--- config.mk ---
export PLATFORM = sky130hd
export DESIGN_NAME = alu_share_arbiter
export DESIGN_NICKNAME = d
export VERILOG_FILES = /design/src/rtl/alu_share_arbiter.sv
export SDC_FILE = /design/constraint.sdc
export NUM_CORES = 1
export LEC_CHECK = 0
export CORE_MARGIN = 2
export CORE_UTILIZATION = 44
export CTS_CLUSTER_SIZE = 16
export DETAILED_ROUTE_END_ITERATION = 8
export GPL_ROUTABILITY_DRIVEN = 0
export PLACE_DENSITY = 0.95
export SLEW_MARGIN = 30
export SYNTH_ARGS = -nofsm -noshare
export SYNTH_HDL_FRONTEND = slang
export SYNTH_SLANG_ARGS = --single-unit
--- constraint.sdc ---
create_clock -name clk -period 2.17 [get_ports clk]
set_input_delay 0.5425 -clock clk [delete_from_list [all_inputs] [get_ports clk]]
set_output_delay 0.5425 -clock clk [all_outputs]
set_load 0.01 [all_outputs]
--- src/rtl/alu_share_arbiter.sv ---
// Shares one 32-bit ALU between the integer pipe (req 0) and the iterative/address unit (req 1).
// Optional: define ALU_ARB_FIXED_PRIO_EN for fixed priority (req 0 wins) instead of round-robin.
module alu_share_arbiter #(
  parameter int unsigned DataSize  = 32,
  parameter int unsigned ALUopSize = 4,
  parameter int unsigned NumReq    = 2
) (
  input  logic                  clk,
  input  logic                  rst,
  input  logic [NumReq-1:0]     req_valid,
  output logic [NumReq-1:0]     req_ready,
  input  logic [DataSize-1:0]   req0_src1,
  input  logic [DataSize-1:0]   req0_src2,
  input  logic [ALUopSize-1:0]  req0_op,
  input  logic [DataSize-1:0]   req1_src1,
  input  logic [DataSize-1:0]   req1_src2,
  input  logic [ALUopSize-1:0]  req1_op,
  output logic [NumReq-1:0]     resp_valid,
  input  logic [NumReq-1:0]     resp_ready,
  output logic [DataSize-1:0]   resp_data,
  output logic                  resp_zero,
  output logic [DataSize-1:0]   alu_src1,
  output logic [DataSize-1:0]   alu_src2,
  output logic [ALUopSize-1:0]  alu_type,
  output logic                  alu_rst,
  input  logic [DataSize-1:0]   alu_result,
  input  logic                  alu_zero
);

  localparam logic [ALUopSize-1:0] OpXor    = ALUopSize'(4);
  localparam logic [ALUopSize-1:0] OpMaxLeg = ALUopSize'(7);

  typedef enum logic [1:0] {
    StIdle,
    StExec,
    StResp
  } state_e;

  state_e                 state_q;
  logic                   grant_q;
  logic [DataSize-1:0]    src1_q;
  logic [DataSize-1:0]    src2_q;
  logic [ALUopSize-1:0]   op_q;
  logic [DataSize-1:0]    resp_data_q;
  logic                   resp_zero_q;
  logic [NumReq-1:0]      resp_valid_q;
  logic                   alu_rst_q;
`ifndef ALU_ARB_FIXED_PRIO_EN
  logic                   rr_ptr_q;
`endif

  logic [NumReq-1:0]      gnt_vec;
  logic                   gnt_idx;
  logic                   op_legal;

  // Grant is only offered while idle; the winner's operands are latched on the same edge.
  always_comb begin
    gnt_vec = '0;
    gnt_idx = 1'b0;
    if (state_q == StIdle) begin
      case (req_valid)
        2'b01: begin
          gnt_idx = 1'b0;
          gnt_vec = 2'b01;
        end
        2'b10: begin
          gnt_idx = 1'b1;
          gnt_vec = 2'b10;
        end
        2'b11: begin
`ifdef ALU_ARB_FIXED_PRIO_EN
          gnt_idx = 1'b0;
`else
          gnt_idx = rr_ptr_q;
`endif
          gnt_vec = gnt_idx ? 2'b10 : 2'b01;
        end
        default: begin
          gnt_idx = 1'b0;
          gnt_vec = '0;
        end
      endcase
    end
  end

  assign op_legal = (op_q <= OpMaxLeg);

  always_ff @(posedge clk) begin
    if (rst) begin
      state_q      <= StIdle;
      grant_q      <= 1'b0;
      src1_q       <= '0;
      src2_q       <= '0;
      op_q         <= '0;
      resp_data_q  <= '0;
      resp_zero_q  <= 1'b0;
      resp_valid_q <= '0;
      alu_rst_q    <= 1'b1;
`ifndef ALU_ARB_FIXED_PRIO_EN
      rr_ptr_q     <= 1'b0;
`endif
    end else begin
      unique case (state_q)
        StIdle: begin
          if (|gnt_vec) begin
            src1_q    <= gnt_idx ? req1_src1 : req0_src1;
            src2_q    <= gnt_idx ? req1_src2 : req0_src2;
            op_q      <= gnt_idx ? req1_op : req0_op;
            grant_q   <= gnt_idx;
            alu_rst_q <= 1'b0;
            state_q   <= StExec;
          end
        end
        StExec: begin
          // Zero is only meaningful after XOR; illegal ops return an all-zero result.
          resp_data_q  <= op_legal ? alu_result : '0;
          resp_zero_q  <= (op_q == OpXor) && alu_zero;
          resp_valid_q <= grant_q ? 2'b10 : 2'b01;
          alu_rst_q    <= 1'b1;
          state_q      <= StResp;
        end
        StResp: begin
          if (resp_ready[grant_q]) begin
            resp_valid_q <= '0;
            state_q      <= StIdle;
`ifndef ALU_ARB_FIXED_PRIO_EN
            rr_ptr_q     <= ~grant_q;
`endif
          end
        end
        default: begin
          resp_valid_q <= '0;
          alu_rst_q    <= 1'b1;
          state_q      <= StIdle;
        end
      endcase
    end
  end

  assign req_ready  = gnt_vec;
  assign resp_valid = resp_valid_q;
  assign resp_data  = resp_data_q;
  assign resp_zero  = resp_zero_q;
  assign alu_src1   = src1_q;
  assign alu_src2   = src2_q;
  assign alu_type   = op_q;
  assign alu_rst    = alu_rst_q;

endmodule
==> implementation parameters, run 1 <==
Parameter                              Value

Global route
  Highest-utilization routing layer at the global route stage    met2
  Aggregate global-route resource usage    28.0%
  GR Util met2    around 47%
  Residual overflow from global routing    0
  Vias in the first global route    5878
  Met3 layer usage reported by global route    7.63%
  Number of antenna violations at the first check in global routing    1
  Met1 track demand over resource in global routing    32.8%
  Pin count of the biggest net entering global routing    around 110
  First-pass GRT wire length    between 20000 and 30000 um

Routing
  Wire length per cell after detailed routing    slightly below 20 um
  Total via count in the routed design    6146
  Number of detailed-routing iterations run before antenna repair    5
  Drt drc    0
  Vias per inst    between 6 and 7
  Aggregate routed wire length    20000 um
  Iter 0 DRT Violations    487
  Routed Antenna Nets    0

Setup path
  Startpoint type of the worst setup path    primary input
  Required arrival time at the worst endpoint    1.63 ns
  Max incr delay on CP    roughly 0.26 ns
  Cell breakdown of the critical path    dlygate4sd2_1 > buf_4 > nand2b_1 > and3_1 > clkdlybuf4s15_1
  Signal arrival time at the worst endpoint    1.41 ns
  Crit. End Element    output port
  CP max-delay cell    sky130_fd_sc_hd__clkdlybuf4s15_1
  Number of buffers and inverters on the critical path    3
  Top fanout value on the critical path    4
  Crit Path Category    primary input to output port
  Kind of cell adding the most delay to the critical path    buffers and inverters

Timing
  Final number of hold-violating endpoints    0
  Final Critical Period    1.95 ns
  Slew Limit Headroom    44.0%
  Number of max-slew violations in the final report    0
  Worst-margin pin slew    between 0.8 and 0.9 ns
  Unrepaired setup endpoints after global routing    no
  Final worst clock skew    0.00472 ns
  Fin worst setup slack    0.216 ns
  Max Clock Freq    a little over 500 MHz
  Number of setup violations in the final report    0
  Portion of the clock cycle consumed by the worst path in the final layout    about 90%

Clock network
  Sinks on Clock Net    108
  Clock Root Buffer    sky130_fd_sc_hd__clkbuf_16
  Clock-pin slew on the worst setup and hold paths    0.06 ns
  Count of hold buffers inserted by post-cts repair    0
  Cells resized by post-CTS repair    9
  Inserted Clock Buffers    9
  Number of setup buffers added after CTS    0
  CTS tree    done
  Deepest level of the CTS H-tree    3
  Insertion delay of the later-clocked pin in the worst-skew pair    0.35 ns
  CTS Buffer Depth    2

Placement
  Final HPWL from detailed placement    13200 um
  Port buffer count    280
  Setup WS pre-CTS    -0.567 ns
  Total cell area at the placement stage    8440 um2

Synth
  Cell types with the largest area share after synthesis    sky130_fd_sc_hd__dfxtp_1, sky130_fd_sc_hd__nor4b_2, sky130_fd_sc_hd__a2111oi_0
  Gate Count Post-Synth    just over 600
  Number of flops mapped to enable cells by yosys    0
  Flip-flop cell with the highest count after synthesis    sky130_fd_sc_hd__dfxtp_1
  Netlist Area Pre-Place    5550 um2
  Register bit count reported by yosys    between 100 and 150
  Net count of the mapped netlist    782
  Leading area contributor after synthesis    sky130_fd_sc_hd__dfxtp_1
  Average cell area after synthesis    9.14 um2
  Number of library cell types mapped by synthesis    33
  Fraction of registers with async set or reset after synthesis    0%
  Synth top cells by count    sky130_fd_sc_hd__dfxtp_1, sky130_fd_sc_hd__a21oi_1, sky130_fd_sc_hd__a2111oi_0, sky130_fd_sc_hd__clkbuf_1, sky130_fd_sc_hd__nor4_1
  Count leader, synth    sky130_fd_sc_hd__dfxtp_1
  Proportion of synthesized chip area in sequential cells    39.0%
  Total number of yosys warnings    0
  Top-area cell type share of the netlist area    39.0%

Hold path
  Path class of the lowest-slack min-delay path    flop to flop

Floorplan
  Die Y    116 um
  Die boundary width    between 100 and 150 um
  Starting density of the core    44.5%
  Number of top-level pins    281
  Die footprint    13500 um2
  Area of the core region    about 12000 um2
  Row count    41

Flow run
  Total of max-cap violations    0

Power
  Standby leakage power    0.00281 uW
  Pwr dens    672 nW/um2
  Switching part of the total    30.4%
  Proportion of power drawn by combinational gates    around a third
  Worst IR drop on VDD    0.396 mV
  Power share of the clock group    a little over a quarter
  Psw    approximately 1800 uW
  Power share of the sequential group    39.7%
  Cell-internal power    4080 uW

Finish
  Final layout net count    ~1.0k
  Number of filler cells placed in the layout    938
  Share of final-layout standard cells stronger than drive strength 1    10.7%
  Post-route design area    8720 um2
  Post-synthesis to final-layout area growth    57.2%

Status
  Result of the run    finished clean
sequential cells by signal, indices dropped and copies added, names as in the netlist:
signal      cells
grant_q         1
alu_src1       32
resp_zero       1
alu_rst         1
alu_type        4
resp_valid      2
state_q         2
alu_src2       32
resp_data      32
rr_ptr_q        1
stage by stage:
step	std cells	power [uW]	setup TNS [ns]	util, %	hold slack (ns)
floorplan	607	3290	0	-	0.474
global placement	992	4240	-0.835	67.7	0.437
detailed placement	992	4280	-1.06	67.7	0.442
CTS	1006	5880	0	69.9	0.451
global route	1006	6120	0	69.9	0.473
finish	1007	5860	0	69.9	0.451
cells by family (layout without fill, tap and decap cells):
logic type,after synthesis,after routing,synth area share [%]
AO/OA/AOI/OAI,179,179,21.0
buffers and inverters,95,322,7.87
flip-flops,108,108,39.0
multiplexers,1,1,0.181
other,0,1,0
AND/OR/NAND/NOR,224,224,32.0
metal layers:
layer / up-vias / wire (um)
li1: 2838 / -
met1: 2934 / 7860
met2: 311 / 9620
met3: 63 / 1740
met4: 0 / 755
met5: - / 0
power by group through the flow:
stage	sequential (uW)	clock, uW	combinational (uW)
6_report	2330	1600	1940
5_1_grt	2350	1700	2080
4_1_cts	2320	1620	1930
3_5_place_dp	2360	0	1920
3_3_place_gp	2360	0	1880
2_1_floorplan	2450	0	842
path summary, 6_finish.rpt:
path | startpoint | to | slack, ns | cells past startpoint
worst min-delay path | resp_data[16]$_SDFFE_PP0N_ | resp_data[16]$_SDFFE_PP0N_ | 0.45 | 2
worst min register to register | resp_data[16]$_SDFFE_PP0N_ | resp_data[16]$_SDFFE_PP0N_ | 0.45 | 2
worst max-delay path | req_valid[0] | req_ready[1] | 0.22 | 5
worst max register to register | state_q[0]$_SDFFE_PP0P_ | alu_src1[17]$_SDFFE_PP0P_ | 0.28 | 5
final cells by class:
type | count | area, um2 | area share (%)
antenna | 1 | 2.50 | 0.0287
clock buffer | 12 | 236 | 2.71
clock inverter | 2 | 37.5 | 0.430
inverter | 2 | 7.51 | 0.0861
multi-input combinational | 404 | 2970 | 34.1
sequential | 108 | 2160 | 24.8
tap | 172 | 215 | 2.47
timing repair buffer | 306 | 3090 | 35.4
tightest hold or removal path, stage by stage, from the launching register on:
cell,delay (ns)
sky130_fd_sc_hd__dfxtp_1,0.31
sky130_fd_sc_hd__nand2_1,0.05
sky130_fd_sc_hd__a21oi_1,0.05
cell usage in the layout, fill, tap and decap left out, types with 2 or more instances in the layout:
| cell | n |
|---|---|
| sky130_fd_sc_hd__nor2_1 | 2 |
| sky130_fd_sc_hd__nand2b_1 | 5 |
| sky130_fd_sc_hd__a2111oi_0 | 68 |
| sky130_fd_sc_hd__clkdlybuf4s50_1 | 275 |
| sky130_fd_sc_hd__dfxtp_1 | 107 |
| sky130_fd_sc_hd__nand2_1 | 36 |
| sky130_fd_sc_hd__nand3b_1 | 34 |
| sky130_fd_sc_hd__clkbuf_1 | 3 |
| sky130_fd_sc_hd__nor4b_1 | 28 |
| sky130_fd_sc_hd__buf_12 | 8 |
| sky130_fd_sc_hd__nor4_1 | 68 |
| sky130_fd_sc_hd__nor4b_2 | 40 |
| sky130_fd_sc_hd__clkbuf_16 | 9 |
| sky130_fd_sc_hd__a21oi_1 | 105 |
| sky130_fd_sc_hd__buf_4 | 20 |
Power figures use the tool's default switching activity.
==> run 2: changes to the inputs <==
--- a/config.mk
+++ b/config.mk
@@ -11,6 +11,7 @@
 export DETAILED_ROUTE_END_ITERATION = 8
 export GPL_ROUTABILITY_DRIVEN = 0
 export PLACE_DENSITY = 0.95
+export SKIP_LAST_GASP = 1
 export SLEW_MARGIN = 30
 export SYNTH_ARGS = -nofsm -noshare
 export SYNTH_HDL_FRONTEND = slang
==> implementation parameters, run 2 (synthesis results as in run 1) <==
Parameter                              Value

Routing
  Wire length per cell after detailed routing    19.8 um (about the same)
  Number of detailed-routing iterations run before antenna repair    5 (unchanged)
  Aggregate routed wire length    20000 um (about the same)
  Iter 0 DRT Violations    486 (-0.21%)
  Routed Antenna Nets    0 (unchanged)
  Vias per inst    6.09 (-0.16%)
  Total via count in the routed design    6136 (-0.16%)
  Drt drc    0 (unchanged)

Setup path
  Number of buffers and inverters on the critical path    2 (-1)
  Signal arrival time at the worst endpoint    2.12 ns (+0.71 ns)
  Max incr delay on CP    0.45 ns (+0.19 ns)
  Kind of cell adding the most delay to the critical path    simple AND/OR/NAND/NOR gates
  Cell breakdown of the critical path    buf_4 > or2_4 > buf_4 > a2111oi_0 > nor4_1
  Crit. End Element    flop
  Startpoint type of the worst setup path    flop
  Required arrival time at the worst endpoint    2.40 ns (+0.77 ns)
  Most frequent cell on the critical path    sky130_fd_sc_hd__buf_4
  R2R Path End    alu_src1[17]$_SDFFE_PP0P_
  R2r startpoint    state_q[0]$_SDFFE_PP0P_
  Crit Path Category    flop to flop
  CP max-delay cell    sky130_fd_sc_hd__or2_4
  Worst r2r path cells    5 (unchanged)
  Flop2flop setup slack    0.28 ns (about the same)
  Top fanout value on the critical path    36 (+32)

Timing
  Setup Total Neg Slack    0 ns (unchanged)
  Final number of hold-violating endpoints    0 (unchanged)
  Portion of the clock cycle consumed by the worst path in the final layout    87.3% (-2.8 points)
  Unrepaired setup endpoints after global routing    no
  Fin worst setup slack    0.276 ns (+0.0606 ns)
  Number of setup violations in the final report    0 (unchanged)
  Worst-margin pin slew    0.839 ns (-0.00114 ns)
  Number of max-slew violations in the final report    0 (unchanged)
  Final Critical Period    1.89 ns (-0.0606 ns)
  Slew Limit Headroom    44.1% (+0.076 points)
  Max Clock Freq    528 MHz (+3.2%)
  Final worst clock skew    0.00467 ns (-0.0000500 ns)
  Final worst hold slack    0.451 ns (-0.000274 ns)

Clock network
  Clock Root Buffer    sky130_fd_sc_hd__clkbuf_16
  CTS Buffer Depth    2 (unchanged)
  Inserted Clock Buffers    9 (unchanged)
  Insertion delay of the later-clocked pin in the worst-skew pair    0.35 ns (about the same)
  CTS tree    done
  Number of setup buffers added after CTS    0 (unchanged)
  Sinks on Clock Net    108 (unchanged)
  Count of hold buffers inserted by post-cts repair    0 (unchanged)
  Deepest level of the CTS H-tree    3 (unchanged)
  Clock-pin slew on the worst setup and hold paths    0.07 ns (about the same)

Finish
  Number of filler cells placed in the layout    937 (-0.11%)
  Register area    2160 um2 (unchanged)
  Share of final-layout standard cells stronger than drive strength 1    10.7% (unchanged)
  Final layout net count    1006 (unchanged)
  Post-synthesis to final-layout area growth    57.4% (about the same)
  Fin util    70.0% (about the same)
  Most frequent standard cell in the layout excluding fill and tap cells    sky130_fd_sc_hd__clkdlybuf4s50_1
  Post-route insts no fill    1007 (unchanged)
  Most frequent cells in the layout    sky130_fd_sc_hd__clkdlybuf4s50_1, sky130_fd_sc_hd__dfxtp_1, sky130_fd_sc_hd__a21oi_1
  Area of combinational cells with multiple inputs    2970 um2 (unchanged)

Flow run
  Total of max-cap violations    0 (unchanged)

Placement
  Cell count after placement    992 (unchanged)
  Final HPWL from detailed placement    13200 um (unchanged)
  Setup WS pre-CTS    -0.567 ns (unchanged)
  Port buffer count    280 (unchanged)

Global route
  Met1 track demand over resource in global routing    32.9% (+0.064 points)
  Number of antenna violations at the first check in global routing    1 (unchanged)
  Highest-utilization routing layer at the global route stage    met2
  First-pass GRT wire length    29800 um (about the same)
  Vias in the first global route    5868 (-0.17%)
  Residual overflow from global routing    0 (unchanged)
  GR Util met2    46.9% (-0.078 points)
  Met3 layer usage reported by global route    7.63% (unchanged)
  Pin count of the biggest net entering global routing    109 (unchanged)
  Aggregate global-route resource usage    28.0% (unchanged)

Floorplan
  Die footprint    13500 um2 (unchanged)
  Die Y    116 um (unchanged)
  Row count    41 (unchanged)
  Number of top-level pins    281 (unchanged)
  Die boundary width    116 um (unchanged)
  Area of the core region    12500 um2 (unchanged)
  Starting density of the core    44.5% (unchanged)

Power
  Standby leakage power    0.00282 uW (+0.29%)
  Pwr dens    672 nW/um2 (about the same)
  Worst IR drop on VDD    0.395 mV (about the same)

Hold path
  Path class of the lowest-slack min-delay path    flop to flop
  Sink of the worst hold path    resp_data[21]$_SDFFE_PP0N_
  Hold Path Cell Cnt    2 (unchanged)
  Hold Crit Start    resp_data[21]$_SDFFE_PP0N_

Status
  Result of the run    finished clean
## run 2: changes by cell type in the layout (fill, tap and decap cells not counted), sizes merged
cell	before	now
dlygate4sd2	1	0
dlymetal6s2s	0	1
## run 2: power by group
| part | internal, uW | leakage [uW] | switching, uW |
|---|---|---|---|
| Sequential | 2200 | 0.000893 | 126 |
| Combinational | 994 | 0.00179 | 945 |
| Clock | 885 | 0.000129 | 711 |
| Total | 4080 | 0.00282 | 1780 |
## run 2: tightest hold or removal path: cells and delay by family, from the launching register on
kind | cells | cell delay, ns
DFF | 1 | 0.31
AOI/OAI and AO/OA | 1 | 0.05
and+or+nand+nor | 1 | 0.05
## run 2: what timing repair did
action,CTS,global route
resized for setup,7,3
endpoints found under the setup margin,2,2
gates cloned,0,0
## run 2: layout make-up
type	instances	share of cell area (%)
Antenna cell	1	0.0287
Multi-Input combinational cell	404	34.0
Tap cell	172	2.47
Timing Repair Buffer	306	35.4
Inverter	2	0.0860
Sequential cell	108	24.8
Clock buffer	12	2.71
Clock inverter	2	0.430
## run 2: metrics by stage
step	area [um2]	total power (uW)
global route	8720	6120
finish	8730	5860
global placement	8440	4240
CTS	8710	5880
detailed placement	8440	4280
floorplan	5550	3290
## run 2: routing by layer
| layer | part of all wire, % | wire length [um] |
|---|---|---|
| met5 | 0 | 0 |
| met4 | 3.7 | 729 |
| met3 | 8.8 | 1750 |
| met2 | 48 | 9650 |
| met1 | 39 | 7840 |
## run 2: worst max path at each step
stage | from | end | slack [ns] | cells past startpoint
final | state_q[0]$_SDFFE_PP0P_ | alu_src1[17]$_SDFFE_PP0P_ | 0.28 | 5
after floorplan | req_valid[0] | req_ready[0] | 0.43 | 2
after detailed placement | req_valid[0] | req_ready[0] | -0.57 | 4
after global placement | req_valid[0] | req_ready[0] | -0.57 | 4
after global routing | state_q[0]$_SDFFE_PP0P_ | alu_src1[10]$_SDFFE_PP0P_ | 0.13 | 5
after CTS | req_valid[0] | req_ready[0] | -0.03 | 4
